<file path="src/rtl/ex_mem_stage.sv">
// EX/MEM pipeline stage: 2-entry skid buffer between the ALU and the memory stage,
// with registered conditional-branch redirect and head-entry forwarding outputs.
module ex_mem_stage #(
    parameter int XLEN = 64,
    parameter int REGW = 5
) (
    input  logic            clk,
    input  logic            reset,
    input  logic            in_valid,
    output logic            in_ready,
    input  logic [XLEN-1:0] in_res,
    input  logic            in_zero,
    input  logic [XLEN-1:0] in_store_data,
    input  logic [REGW-1:0] in_rd,
    input  logic [3:0]      in_ctrl,
    input  logic            in_branch,
    input  logic [XLEN-1:0] in_pc,
    input  logic [XLEN-1:0] in_imm,
    input  logic            flush,
    output logic            out_valid,
    input  logic            out_ready,
    output logic [XLEN-1:0] out_res,
    output logic [XLEN-1:0] out_store_data,
    output logic [REGW-1:0] out_rd,
    output logic [3:0]      out_ctrl,
    output logic            branch_taken,
    output logic [XLEN-1:0] branch_target,
    output logic            fwd_valid,
    output logic [REGW-1:0] fwd_rd,
    output logic [XLEN-1:0] fwd_data
);

    typedef enum logic [1:0] {
        EMPTY = 2'd0,
        ONE   = 2'd1,
        FULL  = 2'd2
    } count_e;

    typedef struct packed {
        logic [XLEN-1:0] res;
        logic [XLEN-1:0] store_data;
        logic [REGW-1:0] rd;
        logic [3:0]      ctrl;
    } entry_t;

    count_e          count_q, count_d;
    entry_t          head_q, head_d;
    entry_t          tail_q, tail_d;
    logic            branch_taken_q, branch_taken_d;
    logic [XLEN-1:0] branch_target_q, branch_target_d;

    entry_t          in_entry;
    logic [XLEN-1:0] imm_x2;
    logic            accept;
    logic            pop;

    assign in_entry = '{res: in_res, store_data: in_store_data, rd: in_rd, ctrl: in_ctrl};
    // Branch offset is in halfwords; the shift drops the top bit and the add wraps.
    assign imm_x2   = in_imm << 1;

    assign in_ready  = (count_q != FULL);
    assign out_valid = (count_q != EMPTY);
    assign accept    = in_valid & in_ready;
    assign pop       = out_valid & out_ready;

    always_comb begin
        // NOTE: every signal gets a default before any branch so no latch is inferred.
        count_d         = count_q;
        head_d          = head_q;
        tail_d          = tail_q;
        branch_taken_d  = 1'b0;
        branch_target_d = branch_target_q;

        if (flush) begin
            count_d = EMPTY;
        end else begin
            unique case (count_q)
                EMPTY: begin
                    if (accept) begin
                        head_d  = in_entry;
                        count_d = ONE;
                    end
                end
                ONE: begin
                    if (accept && pop) begin
                        head_d = in_entry;
                    end else if (accept) begin
                        tail_d  = in_entry;
                        count_d = FULL;
                    end else if (pop) begin
                        count_d = EMPTY;
                    end
                end
                FULL: begin
                    if (pop) begin
                        head_d  = tail_q;
                        count_d = ONE;
                    end
                end
                default: count_d = EMPTY;
            endcase

            if (accept && in_branch && in_zero) begin
                branch_taken_d  = 1'b1;
                branch_target_d = in_pc + imm_x2;
            end
        end
    end

    // NOTE: payload registers are reset too, because the head outputs must read 0 out of reset.
    always_ff @(posedge clk or posedge reset) begin
        if (reset) begin
            count_q         <= EMPTY;
            head_q          <= '0;
            tail_q          <= '0;
            branch_taken_q  <= 1'b0;
            branch_target_q <= '0;
        end else begin
            count_q         <= count_d;
            head_q          <= head_d;
            tail_q          <= tail_d;
            branch_taken_q  <= branch_taken_d;
            branch_target_q <= branch_target_d;
        end
    end

    assign out_res        = head_q.res;
    assign out_store_data = head_q.store_data;
    assign out_rd         = head_q.rd;
    assign out_ctrl       = head_q.ctrl;
    assign branch_taken   = branch_taken_q;
    assign branch_target  = branch_target_q;

    assign fwd_valid = out_valid & head_q.ctrl[3] & (head_q.rd != '0);
    assign fwd_rd    = head_q.rd;
    assign fwd_data  = head_q.res;

endmodule

</file>
<file path="config.mk">
export PLATFORM = sky130hd
export DESIGN_NAME = ex_mem_stage
export DESIGN_NICKNAME = d
export VERILOG_FILES = /design/src/rtl/ex_mem_stage.sv
export SDC_FILE = /design/constraint.sdc
export NUM_CORES = 1
export LEC_CHECK = 0
export ABC_AREA = 1
export BUFFER_PORTS_ARGS = -buffer_cell sky130_fd_sc_hd__buf_2
export CORE_AREA = 3 3 209 211
export DETAILED_ROUTE_END_ITERATION = 16
export DIE_AREA = 0 0 212 214
export MAX_ROUTING_LAYER = met4
export PLACE_DENSITY = 0.76
export SYNTH_ARGS = -nofsm -noshare
export SYNTH_HDL_FRONTEND = slang
export SYNTH_SLANG_ARGS = --single-unit
</file>
<file path="constraint.sdc">
create_clock -name clk -period 21.4 [get_ports clk]
set_input_delay 4.28 -clock clk [delete_from_list [all_inputs] [get_ports clk]]
set_output_delay 4.28 -clock clk [all_outputs]
set_load 0.005 [all_outputs]
</file>
==> out/metrics.yaml <==
clock_tree:
  postCtsSetupBuffers: 0
  clk_latency_ps: 550
  cts.sink_count: 341
  cts_tree: "yes"
  cts-root-buf: "clkbuf_16"
  cts_buffers: 39
  cts_resized: 0
  clockBufferDepth: 3
  h-tree-depth: 2
  ctsHoldBuffers: 0
  cts.clk_slew.worst_paths_ps: 60
place:
  place.port_buffers: 544
  dp.cells: 3796
  gp_congestion: 1.01
  dp_hpwl_um: 46300
  dpl_worst_slack_ps: 14380
floorplanning:
  die_y_um: 214
  io_pins: 546
  die-area_mm2: 0.0454
  rows: 75
  core_mm2: 0.0419
  initial_core_util_pct: 48.3
  dieWidth_um: 212
worst_setup_path:
  slowest_delay_ps: 870
  worst_ep_required_time_ps: 21940
  worstPathMaxFanout: 119
  crit_top_cell: "buf_4"
  start_kind: "input port"
  startpoint: "reset"
  cp-end-kind: "async pin"
  r2r_start: "count_q[0]"
  critPathSlowestCell: "buf_4"
  r2r_setup_slack_ps: 18830
  cp_cell_sequence: "buf_2 -> inv_8 -> buf_4 -> buf_4"
  arrival_ps: 6870
  critPathKind: "input port to async pin"
pwr:
  p_int_mw: 1.50
  pwr-share-seq_pct: 42.3
  clock_power_share_pct: 30.6
  switchingPower_uw: 710
  p_sw_share_pct: 32.2
  leakage_nw: 13.4
  pwr-share-comb_pct: 27.1
  ir_drop_uv: 62.5
  power_density_mw_per_mm2: 91.4
synthesis:
  syn_inst: 2873
  seq_area_frac_synth_pct: 42.1
  synth_compound_area_share_pct: 14.0
  muxShareOfSynthArea_pct: 0
  synth_cell_type_count: 28
  yosys.area_share.simple_pct: 25.6
  synthXorXnorAreaFrac_pct: 1.21
  synth_top_family_by_area: "simple AND/OR/NAND/NOR gates"
  synth_fa_ha_area_share_pct: 3.93
  syn_nets: 3208
  ys_warn_count: 0
  syn_area_mm2: 0.0203
  syn_area_per_cell_um2: 7.05
  synth_seq_cells: 341
sta:
  final.setup.tns_ps: 0
  maxSlewViolCount: 0
  fin_ws_ps: 15070
  layout_min_cycle_time_ps: 6330
  maxSlewHeadroom_pct: 21.1
  setup_viol_count_final: 0
  grt_setup_unrepaired: "no"
  hold_violations: 0
  fin_crit_sh_pct: 29.6
  clock.fmax_ghz: 0.158
  worst_pin_slew_ps: 1180
  hold_slack_ps: 471
  finClkSkew_ps: 13.4
global_routing:
  grt_pass1_wl_um: 95200
  grt_pass1_vias: 18008
  grt_usage_pct: 27.2
  grt_max_degree: 236
  grt_antenna_before_repair: 16
  grt.overflow.total: 0
routing:
  routedWlPerCell_um: 15.7
  dr.pass1.iters: 6
  met1Wirelength_um: 24200
  remaining_drc_errors: 0
  drtAntennaViolNets: 0
  vias_per_cell: 4.92
  routed-wl-met3_um: 3950
  vias: 19093
  wl_um: 60700
  wl_met2_um: 30300
  routed.top_layer: "met4"
  drt-initial-drc-count: 1406
flow_run:
  max_cap_viol_count: 0
layout:
  fin_nets: 3633
  syn2layout_area_growth_pct: 19.2
  instances_no_fill: 3878
  layout-drive-gt1-share_pct: 18.8
status:
  status: "finished clean"
min_path:
  holdCritStartpoint: "branch_target[59]"
  hp-class: "flip-flop to flip-flop"
[critical path, delay by kind of cell]
kind | cells | cell delay [ps]
buf+inv | 4 | 2400
[worst paths after layout]
kind                                      to  cells after the start
max                               tail_q[76]                      4
max reg2reg                branch_target[18]                      6
max in group clk           branch_target[61]                     15
min reg2reg                branch_target[59]                      2
min                        branch_target[59]                      2
min in group asynchronous   branch_target[6]                      2
[cell usage in the layout, fill, tap and decap left out, types with 4 or more instances in the layout]
cell type	n
nand3_1	88
a21oi_1	121
buf_4	12
clkbuf_8	6
nand4_1	12
diode_2	13
nor3_1	10
o21a_1	134
nand2_1	1008
nor4_1	4
dfrtp_1	341
o21ai_0	228
clkbuf_16	40
ha_1	62
clkinv_2	8
nand3b_1	8
xnor2_1	28
clkbuf_1	6
buf_2	544
inv_1	444
nor2_1	193
[area by class of cell]
cell class	count	area, µm²
flip-flops and latches	341	8530
repair buffers	557	2830
fillers	4069	17800
multi-input cells	1912	9080
inverters	447	1690
well taps	539	674
diodes	13	32.5
clock buffers	52	1110
clock inverters	17	190
[flip-flops by register name, indices dropped and copies added, names as in the netlist]
name            count
fwd_rd              5
branch_target      64
count_q             2
fwd_data           64
out_ctrl            4
branch_taken        1
out_store_data     64
tail_q            137
[power by group through the flow]
stage / clock (mW) / sequential (mW) / combinational, mW
after floorplan: 0 / 0.935 / 0.376
after global placement: 0 / 0.935 / 0.587
after detailed placement: 0 / 0.942 / 0.601
after CTS: 0.690 / 0.933 / 0.605
after global routing: 0.714 / 0.957 / 0.682
final: 0.674 / 0.933 / 0.599
[cells in the mapped netlist (all sizes together)]
library cell,n,share of area [%]
and2,2,0.062
a221oi,1,0.074
ha,62,3.8
fa,1,0.099
inv,447,8.3
nand3,88,2.2
nand4,12,0.37
or2,2,0.062
o21a,134,5.0
nor4,4,0.12
nor2,194,3.6
clkbuf,59,1.1
o311ai,1,0.043
buf,114,3.7
a21boi,2,0.074
nand3b,8,0.30
a21oi,121,3.0
nor3,10,0.25
dfrtp,341,42
o21ai,228,5.6
o21bai,2,0.074
o211ai,3,0.11
nand2,1008,19
xnor2,28,1.2
o31ai,1,0.037
[kinds of logic (layout without fill, tap and decap cells)]
logic type      after synthesis  after routing
compound gates              493            493
xor+xnor                     28             28
fa+ha+maj                    63             63
buf+inv                     620           1073
flops                       341            341
other cells                   0             13
simple gates               1328           1328
[per-layer routing]
| metal | track usage [%] | vias up |
|---|---|---|
| met5 | - | - |
| met4 | 10.7 | 0 |
| met3 | 4.67 | 136 |
| met2 | 46.4 | 639 |
| met1 | 31.9 | 8637 |
| li1 | - | 9681 |
[metrics by stage]
| stage | cell area (µm²) | utilization (%) | power [mW] |
|---|---|---|---|
| 3_3_place_gp | 22800 | 54.4 | 1.52 |
| 5_1_grt | 24100 | 57.5 | 2.35 |
| 4_1_cts | 24100 | 57.5 | 2.23 |
| 3_5_place_dp | 22800 | 54.4 | 1.54 |
| 6_report | 24100 | 57.5 | 2.21 |
| 2_1_floorplan | 20300 | - | 1.31 |
(Power assumes the default switching activity.)
